$ cat src/rtl/ddr3_reset_n_sequencer.sv
// DDR3 RESET_N lane sequencer: JEDEC power-up waveform as 4-bit TX/OE words,
// delay-line load/move control with tap tracking, and CKE enable timing.
module ddr3_reset_n_sequencer #(
  parameter int T_RESET_CYCLES = 33300,
  parameter int T_CKE_CYCLES   = 83250,
  parameter int MOVE_GAP       = 4,
  parameter int TAP_MAX        = 127
) (
  input  logic       FAB_CLK,
  input  logic       TX_SYNC_RST,
  input  logic       INIT_REQ,
  input  logic       TAP_MOVE_REQ,
  input  logic       TAP_DIR,
  input  logic       DELAY_LINE_OUT_OF_RANGE_0,
  output logic [3:0] TX_DATA_0,
  output logic [3:0] OE_DATA_0,
  output logic       DELAY_LINE_LOAD_0,
  output logic       DELAY_LINE_MOVE_0,
  output logic       DELAY_LINE_DIRECTION_0,
  output logic       TAP_ACK,
  output logic [6:0] TAP_POS,
  output logic       TAP_ERR,
  output logic       CKE_EN,
  output logic       BUSY
);
  localparam int MAXC = (T_RESET_CYCLES > T_CKE_CYCLES) ? T_RESET_CYCLES : T_CKE_CYCLES;
  localparam int CW   = $clog2(MAXC + 1);
  localparam int GW   = $clog2(MOVE_GAP);
  localparam logic [CW-1:0] R_LD   = CW'(T_RESET_CYCLES - 1);
  localparam logic [CW-1:0] C_LD   = CW'(T_CKE_CYCLES - 1);
  localparam logic [GW-1:0] G_LD   = GW'(MOVE_GAP - 1);
  localparam logic [6:0]    TAP_HI = 7'(TAP_MAX);

  typedef enum logic [1:0] {LOAD, HOLD_LOW, WAIT_CKE, DONE} state_t;

  state_t        state, nxt;
  logic [CW-1:0] cnt, cnt_nxt;
  logic [GW-1:0] gap;
  logic          move_ok;

  // Outputs are registered from the next state so they line up with it.
  // LOAD is left once its load pulse is visible, which also gives the
  // one visible LOAD cycle straight after reset release.
  always_comb begin
    nxt     = state;
    cnt_nxt = cnt;
    case (state)
      LOAD:
        if (DELAY_LINE_LOAD_0) begin
          nxt     = HOLD_LOW;
          cnt_nxt = R_LD;
        end
      HOLD_LOW:
        if (cnt == '0) begin
          nxt     = WAIT_CKE;
          cnt_nxt = C_LD;
        end else cnt_nxt = cnt - CW'(1);
      WAIT_CKE:
        if (cnt == '0) begin
          nxt     = DONE;
          cnt_nxt = '0;
        end else cnt_nxt = cnt - CW'(1);
      DONE:
        if (INIT_REQ) nxt = LOAD;
      default: nxt = LOAD;
    endcase
    move_ok = TAP_MOVE_REQ && (state == DONE) && !INIT_REQ && (gap == '0);
  end

  always_ff @(posedge FAB_CLK) begin
    if (TX_SYNC_RST) begin
      state                  <= LOAD;
      cnt                    <= '0;
      gap                    <= '0;
      TX_DATA_0              <= 4'b0000;
      OE_DATA_0              <= 4'b1111;
      DELAY_LINE_LOAD_0      <= 1'b0;
      DELAY_LINE_MOVE_0      <= 1'b0;
      DELAY_LINE_DIRECTION_0 <= 1'b0;
      TAP_ACK                <= 1'b0;
      TAP_POS                <= '0;
      TAP_ERR                <= 1'b0;
      CKE_EN                 <= 1'b0;
      BUSY                   <= 1'b1;
    end else begin
      state             <= nxt;
      cnt               <= cnt_nxt;
      TX_DATA_0         <= (nxt == WAIT_CKE || nxt == DONE) ? 4'b1111 : 4'b0000;
      OE_DATA_0         <= 4'b1111;
      DELAY_LINE_LOAD_0 <= (nxt == LOAD);
      CKE_EN            <= (nxt == DONE);
      BUSY              <= (nxt != DONE);
      TAP_ACK           <= TAP_MOVE_REQ;
      DELAY_LINE_MOVE_0 <= move_ok;
      if (move_ok) DELAY_LINE_DIRECTION_0 <= TAP_DIR;
      if (move_ok)        gap <= G_LD;
      else if (gap != '0) gap <= gap - GW'(1);
      // Position follows the issued move one cycle later; saturation flags an error.
      if (nxt == LOAD) begin
        TAP_POS <= '0;
        TAP_ERR <= 1'b0;
      end else begin
        if (DELAY_LINE_MOVE_0) begin
          if (DELAY_LINE_DIRECTION_0) begin
            if (TAP_POS == TAP_HI) TAP_ERR <= 1'b1;
            else                   TAP_POS <= TAP_POS + 7'd1;
          end else begin
            if (TAP_POS == '0)     TAP_ERR <= 1'b1;
            else                   TAP_POS <= TAP_POS - 7'd1;
          end
        end
        if (DELAY_LINE_OUT_OF_RANGE_0) TAP_ERR <= 1'b1;
      end
    end
  end
endmodule

$ cat config.mk
export PLATFORM = sky130hd
export DESIGN_NAME = ddr3_reset_n_sequencer
export DESIGN_NICKNAME = d
export VERILOG_FILES = /design/src/rtl/ddr3_reset_n_sequencer.sv
export SDC_FILE = /design/constraint.sdc
export NUM_CORES = 1
export LEC_CHECK = 0
export CAP_MARGIN = 30
export CORE_MARGIN = 5
export CORE_UTILIZATION = 50
export DETAILED_ROUTE_END_ITERATION = 10
export HOLD_SLACK_MARGIN = 0.02
export MAX_ROUTING_LAYER = met4
export PLACE_DENSITY = 0.7
export SYNTH_ARGS = -nofsm -noshare
export SYNTH_HDL_FRONTEND = slang
export SYNTH_SLANG_ARGS = --single-unit
$ cat constraint.sdc
create_clock -name FAB_CLK -period 4.36 [get_ports FAB_CLK]
set_input_delay 1.308 -clock FAB_CLK [delete_from_list [all_inputs] [get_ports FAB_CLK]]
set_output_delay 1.308 -clock FAB_CLK [all_outputs]
set_load 0.05 [all_outputs]
==> run summary <==
net count reported at finish = 290
syn avg cell area = 8.481 um2
final hold slack = 495.6 ps
xor/xnor share of the synthesized area = 4.420%
Clock Skews = 10.92 ps
CP max stage delay = 870 ps
Post-CTS Hold Fix Bufs = 0
mapped cell area = 2180 um2
top flop regs = cnt: 17 flops, TAP_POS: 7 flops, gap: 2 flops
vias per cell = 5.837
startpoint types = flop
Clk Latency, worst-skew pair = 290 ps
share of synthesized flip-flops with an asynchronous set or reset = 0%
vias in the first global route = 1,868
CP top delay family = buffers and inverters
Cell Rows = 24
Crit. End Element = output pin
Clock Path Buffers = 2
CP Class = reg -> out
FF-to-FF setup slack = 1810 ps
CTS Sinks = 35
Final ANT Viol Nets = 0
CTS H-tree lvls = 2
Final Hold Viols = 0
DRT Pass-1 Iters = 4
GRT Total Usage = 18.46%
fmax = 0.3364 GHz
initial core utilization = 50.76%
post-synth top area cell = dfxtp_1
Layout area overhead = 14.98%
crit path DAT = 1660 ps
Post-synth EDFFs = 0
CTS tree = yes
register bit total from synthesis = 35
# DRC = 0
Largest register FFs = 17
GP Congestion = 0.8784
slowest cell on the critical path = clkdlybuf4s50_1
Routed WL per cell = 15.21 um
Req. time, crit path = 3050 ps
worst path bufs/invs = 1
fin area = 2506 um2
setup total negative slack = 0 ps
clock-pin slew on the worst setup and hold paths = 70 ps
IO Count = 28
Die Width = 76.03 um
commonest non-fill, non-tap cell in the layout = dfxtp_1
top area cells in the synthesized netlist = dfxtp_1, ha_1, nor2_1, a211oi_1, nor4_1
Core ar. = 4294 um2
Tmin final = 2973 ps
Max-Cap Viols = 0
multiplexer area fraction after synthesis = 2.755%
Num CTS Buffers = 5
CTS root buf = clkbuf_8
Final Max Slew Viols = 0
total wire length = 4943 um
post-synth top area share = 32.15%
worst-path cell chain = clkdlybuf4s50_1
Hold Crit Class = reg -> reg
RSZ-0062 raised after global routing = no
largest net degree at the start of global routing = 21
Power Total = 1.901 mW
layout cell share with drive strength beyond 1 = 6.593%
Most used DFF post-synth = dfxtp_1
Top reg by flops = cnt
GR Overflow Total = 0
area share of and/or/nand/nor cells after synthesis = 23.54%
commonest non-fill, non-tap cells in the layout = dfxtp_1, nor2_1, clkdlybuf4s50_1
Max FO, Critical Path = 7
initial antenna violation count = 0
Tcrit/Tclk final = 68.18%
final setup vio count = 0
largest family of logic cells by synthesized area = simple AND/OR/NAND/NOR gates
Die Height = 76.03 um
compound-cell area share of the yosys netlist = 21.99%
Synth Area in Adders = 7.233%
cells after synthesis = 257
outcome = finished clean
DP Area = 2374 um2
Netlist cell types = 58
Slew @ Worst Pin = 1011 ps
PD cells = 758.4 nW/um2
vias = 1,897
sequential area share after synthesis = 32.15%
Leak = 0.9747 nW
Setup Buffers After CTS = 0
post-detail-place hpwl = 3492 um
total die area = 5780 um2
fillcell total = 406
slew margin rel. = 32.01%
first-pass GRT wire length = 8776 um
maximum vdd drop = 0.4575 mV
ANT cells = 0
DR iter-0 viols = 120
Final Util = 58.36%
I/O Buffers = 23
post-CTS resize count = 0
Yosys Warn Count = 0
==> layout make-up <==
type                       count  area, um2  area share, %
multi-input combinational    193       1321          52.72
sequential                    35      700.7          27.96
timing repair buffer          24      237.7          9.486
clock buffer                   6      72.57          2.896
tap                           52      65.06          2.596
clock inverter                 2      60.06          2.396
inverter                      13      48.80          1.947
==> layer usage <==
layer | share of wire (%) | vias up | GRT usage (%)
met5 | 0 | - | -
met4 | 1.3 | 0 | 6.406
met3 | 4.5 | 8 | 4.137
met2 | 48 | 42 | 28.42
met1 | 46 | 876 | 23.77
li1 | - | 971 | -
==> per-stage QoR <==
stage / instances / setup slack, ps
after floorplan: 260 / 1788
after global placement: 317 / 1431
after detailed placement: 317 / 1375
after CTS: 325 / 1367
after global routing: 325 / 1323
final: 325 / 1387
==> cells in the mapped netlist, types with 8 or more instances <==
cell type and count:
dfxtp_1 35, nor2_1 25, nor4_1 10, nor3_1 9, inv_1 13, o21ai_0 9
buf_4 8, nand2_1 16, ha_1 11, a21oi_1 10, a211oi_1 9
==> cell families (layout without fill, tap and decap cells) <==
kind of cell	count (synthesis)	after routing
adders and majority gates	12	12
buffers and inverters	32	45
other	1	4
AOI/OAI and AO/OA	64	64
and+or+nand+nor	96	96
xor gates and xnor gates	11	11
muxes	6	6
DFF	35	35
==> power by group <==
part	internal (mW)	total [mW]	switching, mW
Clock	0.229	0.347	0.119
Sequential	0.398	0.475	0.0776
Combinational	0.386	1.08	0.692
Total	1.01	1.90	0.888
==> path summary, 6_finish.rpt <==
check | cells after the start | from | end
min reg2reg | 2 | cnt[9]$_SDFFE_PP0P_ | cnt[9]$_SDFFE_PP0P_
max reg2reg | 5 | cnt[6]$_SDFFE_PP0P_ | TAP_POS[5]$_SDFFE_PP0P_
min | 2 | cnt[9]$_SDFFE_PP0P_ | cnt[9]$_SDFFE_PP0P_
max | 1 | TAP_POS[0]$_SDFFE_PP0P_ | TAP_POS[0]
Note: power is estimated with default switching activity, not from simulation.
